==> src/rtl/cnt_pair_pkg.sv <==
// Shared definitions for the counter_with_two_cnt frame sequencer:
// state encoding and default parameter values.
package cnt_pair_pkg;

    localparam int N_DEF       = 3;
    localparam int TO_W_DEF    = 4;
    localparam int TIMEOUT_DEF = 10;

    localparam logic [2:0] ST_IDLE  = 3'd0;
    localparam logic [2:0] ST_CLR   = 3'd1;
    localparam logic [2:0] ST_RUN   = 3'd2;
    localparam logic [2:0] ST_PAUSE = 3'd3;
    localparam logic [2:0] ST_DONE  = 3'd4;
    localparam logic [2:0] ST_ERR   = 3'd5;

    typedef enum logic [2:0] {
        IDLE  = ST_IDLE,
        CLR   = ST_CLR,
        RUN   = ST_RUN,
        PAUSE = ST_PAUSE,
        DONE  = ST_DONE,
        ERR   = ST_ERR
    } state_t;

endpackage

==> src/rtl/cnt_pair_sequencer_if.sv <==
// Control/status bundle between the sequencer, its event sources and the counter.
interface cnt_pair_sequencer_if;

    logic start;
    logic ev;
    logic hold;
    logic abort;
    logic co;
    logic clr;
    logic cnt1;
    logic cnt2;
    logic busy;
    logic done;
    logic err;

    // Sequencer side.
    modport slave (
        input  start, ev, hold, abort, co,
        output clr, cnt1, cnt2, busy, done, err
    );

    // Event source / counter side.
    modport master (
        output start, ev, hold, abort, co,
        input  clr, cnt1, cnt2, busy, done, err
    );

endinterface

==> src/rtl/cnt_pair_watchdog.sv <==
// Stall watchdog: clears on demand, counts RUN cycles without a counted event,
// flags expiry when the count reaches TIMEOUT-1.
module cnt_pair_watchdog #(
    parameter int TO_W    = 4,
    parameter int TIMEOUT = 10
) (
    input  logic clk,
    input  logic rst,
    input  logic clr_i,
    input  logic inc_i,
    output logic expire_o
);

    logic [TO_W-1:0] wd_q;
    logic [TO_W-1:0] wd_d;

    always_comb begin
        wd_d = wd_q;
        if (clr_i) begin
            wd_d = '0;
        end else if (inc_i) begin
            wd_d = wd_q + TO_W'(1);
        end
    end

    always_ff @(posedge clk or posedge rst) begin
        if (rst) begin
            wd_q <= '0;
        end else begin
            wd_q <= wd_d;
        end
    end

    assign expire_o = (wd_q == TO_W'(TIMEOUT - 1));

endmodule

==> src/rtl/cnt_pair_sequencer.sv <==
// Frame sequencer for counter_with_two_cnt: clears the counter, gates counting with
// ev/hold, reports frame completion (done) and event-stream stalls (err).
module cnt_pair_sequencer
    import cnt_pair_pkg::*;
#(
    parameter int N       = N_DEF,
    parameter int TO_W    = TO_W_DEF,
    parameter int TIMEOUT = TIMEOUT_DEF
) (
    input logic                  clk,
    input logic                  rst,
    cnt_pair_sequencer_if.slave  bus
);

    if (N < 1 || TIMEOUT < 1 || TIMEOUT > (2 ** TO_W) - 1) begin : g_param_check
        $error("cnt_pair_sequencer: illegal N/TIMEOUT/TO_W combination");
    end

    state_t state_q;
    state_t state_d;

    logic clr;
    logic cnt1;
    logic cnt2;
    logic busy;
    logic done;
    logic err;
    logic wd_clr;
    logic wd_inc;
    logic wd_expire;
    logic abort_act;

    assign abort_act = bus.abort && (state_q != IDLE);

    always_ff @(posedge clk or posedge rst) begin
        if (rst) begin
            state_q <= IDLE;
        end else begin
            state_q <= state_d;
        end
    end

    // NOTE: every always_comb output gets a default first so no path infers a latch.
    always_comb begin
        state_d = state_q;
        if (abort_act) begin
            state_d = IDLE;
        end else begin
            case (state_q)
                IDLE:    if (bus.start) state_d = CLR;
                CLR:     state_d = RUN;
                RUN: begin
                    if (bus.hold) begin
                        state_d = PAUSE;
                    end else if (bus.ev && bus.co) begin
                        state_d = DONE;
                    end else if (!bus.ev && wd_expire) begin
                        state_d = ERR;
                    end
                end
                PAUSE:   if (!bus.hold) state_d = RUN;
                DONE:    state_d = IDLE;
                ERR:     if (bus.start) state_d = CLR;
                default: state_d = IDLE;
            endcase
        end
    end

    always_comb begin
        clr    = 1'b0;
        cnt1   = 1'b0;
        cnt2   = 1'b0;
        busy   = 1'b0;
        done   = 1'b0;
        err    = 1'b0;
        wd_clr = 1'b0;
        wd_inc = 1'b0;
        case (state_q)
            CLR: begin
                clr    = 1'b1;
                busy   = 1'b1;
                wd_clr = 1'b1;
            end
            RUN: begin
                cnt1   = 1'b1;
                cnt2   = bus.ev && !bus.hold;
                busy   = 1'b1;
                wd_clr = bus.ev && !bus.hold;
                wd_inc = !bus.ev && !bus.hold;
            end
            PAUSE:   busy = 1'b1;
            DONE:    done = 1'b1;
            ERR:     err  = 1'b1;
            default: ;
        endcase
        // Abort clears the counter in the same cycle it is seen.
        if (abort_act) begin
            clr = 1'b1;
        end
    end

    cnt_pair_watchdog #(
        .TO_W    (TO_W),
        .TIMEOUT (TIMEOUT)
    ) u_watchdog (
        .clk      (clk),
        .rst      (rst),
        .clr_i    (wd_clr),
        .inc_i    (wd_inc),
        .expire_o (wd_expire)
    );

    assign bus.clr  = clr;
    assign bus.cnt1 = cnt1;
    assign bus.cnt2 = cnt2;
    assign bus.busy = busy;
    assign bus.done = done;
    assign bus.err  = err;

endmodule

==> src/flat_wrapper.sv <==
// flat-port wrapper written by rule: the top's interface ports become plain ports
module cnt_pair_sequencer_flat import cnt_pair_pkg::*;
#(
    parameter int N       = N_DEF,
    parameter int TO_W    = TO_W_DEF,
    parameter int TIMEOUT = TIMEOUT_DEF
)
  (clk, rst, bus_start, bus_ev, bus_hold, bus_abort, bus_co, bus_clr, bus_cnt1, bus_cnt2, bus_busy, bus_done, bus_err);
  cnt_pair_sequencer_if bus_i ();
  input logic clk;
  input logic rst;
  input wire logic [$bits(bus_i.start)-1:0] bus_start;
  input wire logic [$bits(bus_i.ev)-1:0] bus_ev;
  input wire logic [$bits(bus_i.hold)-1:0] bus_hold;
  input wire logic [$bits(bus_i.abort)-1:0] bus_abort;
  input wire logic [$bits(bus_i.co)-1:0] bus_co;
  output wire logic [$bits(bus_i.clr)-1:0] bus_clr;
  output wire logic [$bits(bus_i.cnt1)-1:0] bus_cnt1;
  output wire logic [$bits(bus_i.cnt2)-1:0] bus_cnt2;
  output wire logic [$bits(bus_i.busy)-1:0] bus_busy;
  output wire logic [$bits(bus_i.done)-1:0] bus_done;
  output wire logic [$bits(bus_i.err)-1:0] bus_err;
  assign bus_i.start = bus_start;
  assign bus_i.ev = bus_ev;
  assign bus_i.hold = bus_hold;
  assign bus_i.abort = bus_abort;
  assign bus_i.co = bus_co;
  assign bus_clr = bus_i.clr;
  assign bus_cnt1 = bus_i.cnt1;
  assign bus_cnt2 = bus_i.cnt2;
  assign bus_busy = bus_i.busy;
  assign bus_done = bus_i.done;
  assign bus_err = bus_i.err;
  cnt_pair_sequencer #(.N(N), .TO_W(TO_W), .TIMEOUT(TIMEOUT)) u_core (.clk(clk), .rst(rst), .bus(bus_i));
endmodule
==> config.mk <==
export PLATFORM = sky130hd
export DESIGN_NAME = cnt_pair_sequencer_flat
export DESIGN_NICKNAME = d
export VERILOG_FILES = /design/src/rtl/cnt_pair_pkg.sv /design/src/rtl/cnt_pair_sequencer_if.sv /design/src/rtl/cnt_pair_watchdog.sv /design/src/rtl/cnt_pair_sequencer.sv /design/src/flat_wrapper.sv
export SDC_FILE = /design/constraint.sdc
export NUM_CORES = 1
export LEC_CHECK = 0
export CORE_MARGIN = 1
export CORE_UTILIZATION = 38
export CTS_BUF_LIST = sky130_fd_sc_hd__clkbuf_4
export CTS_CLUSTER_DIAMETER = 150
export DETAILED_ROUTE_END_ITERATION = 16
export GPL_TIMING_DRIVEN = 0
export PLACE_DENSITY = 0.7
export RECOVER_POWER = 50
export SLEW_MARGIN = 10
export SYNTH_ARGS = -nofsm -noshare
export SYNTH_HDL_FRONTEND = slang
export SYNTH_SLANG_ARGS = --single-unit
==> constraint.sdc <==
create_clock -name clk -period 1.35 [get_ports clk]
set_clock_uncertainty 0.15 [all_clocks]
set_input_delay 0.27 -clock clk [delete_from_list [all_inputs] [get_ports clk]]
set_output_delay 0.27 -clock clk [all_outputs]
set_load 0.005 [all_outputs]
==> impl_metrics.toml, run 1 <==
[clocking]
tritoncts = "yes"
ctsRootBufferMaster = "clkbuf_4"
cts_buffers = 3
cts_max_level = 1
clk_latency_ps = 270
clock_sinks = 7
cts_buffer_depth = 2
clk_pin_slew_ps = 60
cts_hold_buf = 0

[setup_path]
cp_slowest_cell = "dfrtp_1"
cp.arrival_ps = 1390
reg2reg_slack_ps = -300
cp_cell_sequence = "buf_6 > buf_4 > buf_6 > nor3_2 > buf_2"
setup.worst_path.end_class = "output pin"
crit_fanout = 4
critPathLaunchType = "flop"
slowest_delay_ps = 390
crit_required_ps = 930
crit_top_cell = "buf_6"
path_class = "flop to output pin"

[power_and_ir_drop]
power_switching_uw = 457.8
p_seq_share_pct = 23.0
p_int_uw = 805.5
power_mw = 1.263
vdd_drop_max_mv = 0.8790
p_sw_share_pct = 36.24
comb_power_share_pct = 59.1
power_density_nw_per_um2 = 1310
pwr-share-clk_pct = 17.9
leakage_nw = 0.4424

[drt]
post_drt_via_cell_ratio = 5.385
wire_per_inst_um = 17.19
drtIter0Drc = 3
drtAntennaViolNets = 0
drtPass1Iterations = 2
drc = 0
drt_wl_total_mm = 1.874
via_count = 587

[run_status]
status = "complete, but fails checks"
violations = "negative setup slack"

[cells_and_area]
layout-drive-gt1-share_pct = 60.00
syn2layout_area_growth_pct = 90.37
fin_nets = 105
diodes = 0
mostFrequentLayoutCells = "buf_4, buf_6, buf_2, dfrtp_1, nor2_1"
final_common_cell = "buf_4"

[min_path]
hold_path_class = "input port to async pin"

[global_routing]
grt_pass1_wl_mm = 2.463
gr-total-overflow = 0
grt_pass1_vias = 516
grt_max_degree = 8
grt_usage_pct = 26.03
antenna_found_initial = 0

[yosys]
seq_area_frac_synth_pct = 34.57
synthDistinctLibCells = 29
yosys_warnings = 0
synth_nets = 66
synth.avg_cell_area_sq_um = 8.890
syn_area_sq_um = 506.7
synthCells = 57
ys_ff_latch = 7

[timing]
rsz0062_at_grt = "true"
setup_ws_ps = -459.3
period_needed_ps = 1809
final_hold_viol_count = 0
slew_headroom_pct = 68.95
max_freq_mhz = 552.7
finalCritPeriodShare_pct = 134.0
maxSlewViolCount = 0
finalSetupTns_ps = -3807
finalSetupViolations = 13
worstMarginPinSlew_ps = 465.0

[die]
initial_core_util_pct = 43.27
die_h_um = 38.52
std_cell_rows = 12
die_x_um = 38.52
coreArea_sq_um = 1171
die_area_sq_um = 1483
ios = 13

[placed_design]
hpwl_um = 757.2
portBuffers = 12
routabilityCongestion = 0.7433

[flow_run]
maxCapViolations = 0
==> logic make-up (layout without fill, tap and decap cells) <==
group	count (synthesis)	count (layout)	share of synthesized area [%]
AO/OA/AOI/OAI	13	13	17.29
XOR/XNOR	3	3	5.186
adder cells (fa/ha/maj)	2	2	4.937
buffers and inverters	7	45	6.666
flip-flops	7	7	34.57
AND/OR/NAND/NOR	25	25	31.36
==> area by class of cell <==
class / instances / area, sq um
Clock buffer: 4 / 30.03
Buffer: 2 / 22.52
Timing Repair Buffer: 34 / 275.3
Fill cell: 71 / 206.4
Inverter: 5 / 22.52
Tap cell: 14 / 17.52
Sequential cell: 7 / 176.4
Multi-Input combinational cell: 43 / 420.4
==> layer usage <==
metal | global-route usage (%) | vias to the layer above | part of all wire, %
met2 | 46.25 | 12 | 54
met4 | 10.34 | 0 | 3.8
met3 | 6.977 | 10 | 3.4
met1 | 28.78 | 285 | 39
li1 | - | 280 | -
met5 | 0 | - | 0
==> synth_stat cells, drive strengths merged <==
library cell,number,share of area (%)
nor2,9,6.7
dfrtp,7,35
inv,5,3.7
o21ai,5,4.9
nor3,4,4.0
a21oi,2,2.7
buf,2,3.0
ha,2,4.9
nand2b,2,4.0
xor2,2,3.5
a2111oi,1,1.7
a22oi,1,1.5
a311oi,1,1.7
a31oi,1,1.2
and2,1,1.2
and3b,1,1.7
nand2,1,0.74
nand3,1,0.99
nand3b,1,1.5
nor3b,1,1.5
nor4,1,1.2
nor4b,1,4.7
o2111ai,1,1.7
o32ai,1,1.7
or2b,1,1.5
or3b,1,1.7
xnor2,1,1.7
==> final timing paths <==
check / to / depth (start not counted) / start
min in group clk: u_core.state_q[2] / 2 / bus_abort
setup reg to reg: u_core.u_watchdog.wd_q[3] / 7 / u_core.state_q[1]
hold / removal: u_core.state_q[2] / 2 / rst
max in group asynchronous: u_core.state_q[0] / 2 / rst
setup / recovery: bus_done / 5 / u_core.state_q[1]
hold reg to reg: u_core.u_watchdog.wd_q[3] / 2 / u_core.u_watchdog.wd_q[3]
==> sequential cells by signal (all words and copies together) (netlist names) <==
signal	cells
u_core.u_watchdog.wd_q	4
u_core.state_q	3
==> timing repair <==
| action | 4_1_cts | 5_1_grt |
|---|---|---|
| pin swaps | 11 | 14 |
| resized for setup | 40 | 20 |
| buffers inserted | 14 | 8 |
| setup endpoints to repair | 13 | 13 |
==> through the flow <==
step	util [%]	hold WS, ps	setup WS [ps]	instance area, sq um	cells
3_3_place_gp	55.45	370.5	-1026	649.4	83
6_report	82.37	218.0	-459.3	964.7	109
4_1_cts	69.34	107.2	-351.5	812.0	101
2_1_floorplan	-	-76.67	-93.60	511.7	57
3_5_place_dp	55.45	367.3	-1013	649.4	83
5_1_grt	82.37	238.3	-480.5	964.7	109
==> worst max-delay path, delay by kind of cell (launching register included) <==
family,cells,cell delay [ps]
buffers and inverters,4,530
and+or+nand+nor,1,200
DFF,1,390
==> power by group through the flow <==
stage / registers [mW] / logic (mW) / clock network [mW]
floorplan: 0.287 / 0.213 / 0
global placement: 0.298 / 0.334 / 0
detailed placement: 0.299 / 0.338 / 0
CTS: 0.284 / 0.517 / 0.212
global route: 0.293 / 0.784 / 0.247
finish: 0.291 / 0.747 / 0.226
(Power assumes the default switching activity.)
==> inputs of run 2 (changes only) <==
--- a/config.mk
+++ b/config.mk
@@ -9,6 +9,7 @@
 export CORE_UTILIZATION = 38
 export CTS_BUF_LIST = sky130_fd_sc_hd__clkbuf_4
 export CTS_CLUSTER_DIAMETER = 150
+export CTS_CLUSTER_SIZE = 28
 export DETAILED_ROUTE_END_ITERATION = 16
 export GPL_TIMING_DRIVEN = 0
 export PLACE_DENSITY = 0.7
@@ -16,4 +17,5 @@
 export SLEW_MARGIN = 10
 export SYNTH_ARGS = -nofsm -noshare
 export SYNTH_HDL_FRONTEND = slang
+export SYNTH_HIERARCHICAL = 1
 export SYNTH_SLANG_ARGS = --single-unit
==> impl_metrics.toml, run 2 <==
[yosys]
ys_ff_latch = 7
synthDistinctLibCells = 28
yosysMostFrequentCell = "nor2_1"
seq_area_frac_synth_pct = 34.57
synth-edff-count = 0
syn_area_sq_um = 506.7
ys_top_cells_by_area = "dfrtp_1, nor2_1, inv_1, ha_1, a21oi_1"
yosys_warnings = 6
synthArstFlopShare_pct = 100.0
synth_top_area_share_pct = 34.57
synth_nets = 67
synth.avg_cell_area_sq_um = 8.737
synth.largest_area_cell = "dfrtp_1"
synth_common_cells = "nor2_1, dfrtp_1, inv_1"
synthCells = 58
ys.flop_type = "dfrtp_1"

[setup_path]
setup.worst_path.end_class = "flop"
crit_fanout = 5
rr_endpoint = "u_core/u_watchdog/wd_q[3]"
slowest_delay_ps = 540
r2r_cells = 5
cp_cell_sequence = "or4b_4 > buf_6 > nor2_4 > nand4_1 > mux2_4"
reg2reg_slack_ps = -550
crit_required_ps = 1320
rr_startpoint = "u_core/state_q[0]"
critPathLaunchType = "flop"
cp.arrival_ps = 1870
path_class = "flop to flop"
startpoint = "u_core/state_q[0]"
cp_slowest_cell = "or4b_4"
cpLargestDelayFamily = "simple AND/OR/NAND/NOR gates"
cp_num_buf_inv = 1

[cells_and_area]
largest_register_ffs = 4
mostFrequentLayoutCells = "buf_4, nor2_1, buf_6, inv_1, dfrtp_1"
syn2layout_area_growth_pct = 73.83
diodes = 0
final_common_cell = "buf_4"
largest_register = "u_core/u_watchdog/wd_q"
reg.largest.list = "u_core/u_watchdog/wd_q: 4 flops, u_core/state_q: 3 flops"
nFillCells = 79
fin_nets = 100
layout-drive-gt1-share_pct = 54.44

[clocking]
clock_sinks = 7
cts_hold_buf = 0
clk_pin_slew_ps = 50
ctsRootBufferMaster = "clkbuf_4"
clk_latency_ps = 240
tritoncts = "yes"
cts_buffers = 3
cts_buffer_depth = 2
cts_max_level = 1

[drt]
drc = 0
drtIter0Drc = 22
drtAntennaViolNets = 0
drtPass1Iterations = 4
post_drt_via_cell_ratio = 5.365
wire_per_inst_um = 15.72
drt_wl_total_mm = 1.635
via_count = 558

[timing]
setup_ws_ps = -554.3
slew_headroom_pct = 80.81
finalSetupViolations = 13
maxSlewViolCount = 0
worstMarginPinSlew_ps = 279.8
holdWs_ps = 206.0
finalCritPeriodShare_pct = 141.1
rsz0062_at_grt = "true"
max_freq_mhz = 525.1
final_hold_viol_count = 0
period_needed_ps = 1904

[global_routing]
grt_pass1_wl_mm = 2.187
grt_max_degree = 11
grt_usage_pct = 21.83
gr-total-overflow = 0
antenna_found_initial = 0
grt_pass1_vias = 502

[die]
std_cell_rows = 12
die_h_um = 38.52
coreArea_sq_um = 1171
initial_core_util_pct = 43.27
ios = 13
die_x_um = 38.52
die_area_sq_um = 1483

[power_and_ir_drop]
p_sw_share_pct = 36.63
p_int_uw = 839.3
power_switching_uw = 485.2
pwr-share-clk_pct = 14.6
power_density_nw_per_um2 = 1504
power_mw = 1.324
p_seq_share_pct = 23.9
vdd_drop_max_mv = 0.9637
comb_power_share_pct = 61.4
leakage_nw = 0.4335

[placed_design]
routabilityCongestion = 0.7951
portBuffers = 12
hpwl_um = 796.8

[min_path]
hold_path_class = "input port to async pin"

[flow_run]
maxCapViolations = 0

[run_status]
violations = "negative setup slack"
status = "complete, but fails checks"
## run 2: cell types whose count changed after synthesis, moves of 2 or more
| cell | previous run | this run |
|---|---|---|
| xor2_1 | 2 | 0 |
| nor2b_1 | 0 | 2 |
| inv_1 | 5 | 7 |
| nor3_1 | 4 | 2 |
| o21ai_0 | 5 | 3 |
| a211oi_1 | 0 | 2 |
| a21oi_1 | 1 | 3 |
## run 2: through the flow
stage / TNS [ps] / setup slack (ps) / utilization, % / instances / area, sq um
5_1_grt: -5429 / -597.0 / 75.21 / 104 / 880.8
3_5_place_dp: -6862 / -969.4 / 55.66 / 84 / 651.9
3_3_place_gp: -6946 / -983.0 / 55.66 / 84 / 651.9
2_1_floorplan: -1773 / -526.0 / - / 58 / 514.2
4_1_cts: -5087 / -583.2 / 66.13 / 96 / 774.5
6_report: -4821 / -554.3 / 75.21 / 104 / 880.8
## run 2: final cells by class
class	instances	area [sq um]	share of cell area [%]
inverter	7	26.28	2.983
sequential	7	177.7	20.17
timing repair buffer	30	260.3	29.55
buffer	1	15.01	1.705
tap	14	17.52	1.989
multi-input combinational	41	354.1	40.20
clock buffer	4	30.03	3.409
## run 2: cells by family (layout without fill, tap and decap cells)
family	Yosys count	count (layout)	share of synthesized area, %
mux	2	2	4.937
simple gates	22	22	24.44
flops	7	7	34.57
fa+ha+maj	2	2	4.937
buf+inv	10	42	9.630
xor+xnor	1	1	1.729
compound gates	14	14	19.75
## run 2: metal layers
| layer | part of all wire (%) | up-vias | GRT usage [%] |
|---|---|---|---|
| li1 | - | 273 | - |
| met1 | 44 | 263 | 30.15 |
| met2 | 49 | 18 | 30.00 |
| met3 | 4.9 | 4 | 5.233 |
| met4 | 1.3 | 0 | 13.79 |
| met5 | 0 | - | 0 |
## run 2: repair_timing
item / 4_1_cts / 5_1_grt
hold endpoints to repair: 0 / 0
buffers inserted: 9 / 9
setup endpoints to repair: 13 / 13
resized for setup: 34 / 18
pin swaps: 10 / 9
## run 2: power groups by stage
stage | clock network [mW] | registers [mW] | logic, mW
global placement | 0 | 0.295 | 0.456
detailed placement | 0 | 0.295 | 0.460
floorplan | 0 | 0.288 | 0.295
CTS | 0.199 | 0.309 | 0.564
finish | 0.194 | 0.317 | 0.813
global route | 0.225 | 0.318 | 0.865
## run 2: how the worst max path moves through the flow
stage / endpoint / depth (start not counted) / slack (ps)
2_1_floorplan: u_core/u_watchdog/wd_q[3] / 5 / -530
3_3_place_gp: bus_cnt2 / 4 / -980
3_5_place_dp: bus_cnt2 / 4 / -970
4_1_cts: u_core/u_watchdog/wd_q[3] / 6 / -580
5_1_grt: u_core/u_watchdog/wd_q[3] / 5 / -600
6_report: u_core/u_watchdog/wd_q[3] / 5 / -550
==> inputs of run 3 (changes only) <==
==> constraint.sdc (replaced) <==
create_clock -name clk -period 1.35 [get_ports clk]
set_clock_uncertainty 0.15 [all_clocks]
set_input_delay 0.135 -clock clk [delete_from_list [all_inputs] [get_ports clk]]
set_output_delay 0.135 -clock clk [all_outputs]
set_load 0.005 [all_outputs]
==> impl_metrics.toml, run 3 (synthesized netlist as in run 2, its figures left out) <==
[run_status]
violations = "negative setup slack"
status = "complete, but fails checks"

[drt]
drtIter0Drc = 20
drtAntennaViolNets = 0
wire_per_inst_um = 13.88
drt_wl_total_mm = 1.360
drc = 0
via_count = 533
drtPass1Iterations = 4
post_drt_via_cell_ratio = 5.439

[global_routing]
gr-total-overflow = 0
grt_max_degree = 11
grt_pass1_wl_mm = 1.794
antenna_found_initial = 0
grt_pass1_vias = 420
grt_usage_pct = 17.54

[setup_path]
crit_fanout = 5
startpoint = "bus_hold"
setup.worst_path.end_class = "flop"
cp.arrival_ps = 1810
crit_required_ps = 1320
path_class = "input port to flop"
critPathLaunchType = "input port"
reg2reg_slack_ps = -480
rr_startpoint = "u_core/state_q[1]"

[placed_design]
routabilityCongestion = 0.7951
portBuffers = 12
hpwl_um = 799.2
dp_slack_ps = -704.3
place_area_sq_um = 651.9

[timing]
finalCritPeriodShare_pct = 136.4
finalSetupViolations = 13
max_freq_mhz = 542.9
final_hold_viol_count = 0
worstMarginPinSlew_ps = 525.5
slew_headroom_pct = 64.97
finalSetupTns_ps = -2948
rsz0062_at_grt = "true"
maxSlewViolCount = 0
setup_ws_ps = -492.0
period_needed_ps = 1842

[die]
initial_core_util_pct = 43.27
die_x_um = 38.52
die_area_sq_um = 1483
ios = 13
coreArea_sq_um = 1171
std_cell_rows = 12
die_h_um = 38.52

[clocking]
ctsRootBufferMaster = "clkbuf_4"
clk_pin_slew_ps = 50
tritoncts = "yes"
cts_buffers = 3
cts_max_level = 1
cts_buffer_depth = 2
clk_latency_ps = 240
clock_sinks = 7

[power_and_ir_drop]
comb_power_share_pct = 57.0
power_density_nw_per_um2 = 1452
p_sw_share_pct = 36.18
power_mw = 1.192
p_seq_share_pct = 26.6
leakage_nw = 0.3820
p_int_uw = 760.5
vdd_drop_max_mv = 1.045
power_switching_uw = 431.2
pwr-share-clk_pct = 16.4

[min_path]
hold_path_class = "input port to flop"
min_from = "bus_abort"

[cells_and_area]
fin_nets = 94
largest_register_ffs = 4
fin_area_sq_um = 820.8
final_common_cell = "nor2_1"
largest_register = "u_core/u_watchdog/wd_q"
mostFrequentLayoutCells = "nor2_1, buf_6, buf_4"
layout-drive-gt1-share_pct = 50.00
diodes = 0
reg.largest.list = "u_core/u_watchdog/wd_q: 4 flops, u_core/state_q: 3 flops"
syn2layout_area_growth_pct = 61.98
final_core_util_pct = 70.09

[flow_run]
maxCapViolations = 0
run 3: cell count changes in the layout (fill, tap and decap cells not counted), moves of 2 or more:
cell             previous run  this run
buf_4                      11         6
a21oi_2                     3         1
dlygate4sd2_1               2         0
a21oi_1                     0         2
clkdlybuf4s50_1             3         5
run 3: area by class of cell:
type | instances | area (sq um)
fillers | 86 | 350.3
multi-input cells | 41 | 340.3
repair buffers | 24 | 207.7
flip-flops and latches | 7 | 178.9
inverters | 7 | 31.28
clock buffers | 4 | 30.03
well taps | 14 | 17.52
plain buffers | 1 | 15.01
run 3: critical path: stages:
cell and delay, ps:
clkdlybuf4s50_1 510, nor2b_1 220, nand3_1 100, a21oi_1 460, nor2b_1 100, mux2_4 270
run 3: power groups by stage:
stage               Clock, mW  Sequential, mW  Combinational, mW
finish                  0.196           0.317              0.679
global route            0.230           0.317              0.727
CTS                     0.203           0.298              0.563
detailed placement          0           0.295              0.460
global placement            0           0.295              0.456
floorplan                   0           0.288              0.295
run 3: timing repair:
item,4_1_cts,5_1_grt
pin swaps,5,8
gates resized for setup,30,21
setup endpoints to repair,13,13
buffers inserted,6,5
hold buffers,1,0
hold endpoints to repair,7,0
run 3: metrics by stage:
stage	cells	hold slack, ps
floorplan	58	-261.4
global placement	84	187.3
detailed placement	84	191.3
CTS	94	422.0
global route	98	468.1
finish	98	463.7
run 3: final timing paths:
path | cells after the start | end
worst max-delay path | 6 | u_core/u_watchdog/wd_q[3]
worst min-delay path | 2 | u_core/state_q[2]
max in group asynchronous | 3 | u_core/u_watchdog/wd_q[1]
min in group asynchronous | 3 | u_core/state_q[2]
worst min register to register | 2 | u_core/state_q[1]
worst max register to register | 5 | u_core/u_watchdog/wd_q[3]
run 3: per-layer routing:
metal	track usage, %	vias up	part of all wire, %
met5	0	-	0
met4	5.172	0	0
met3	1.744	0	6.4
met2	24.58	19	46
met1	27.84	257	48
li1	-	257	-
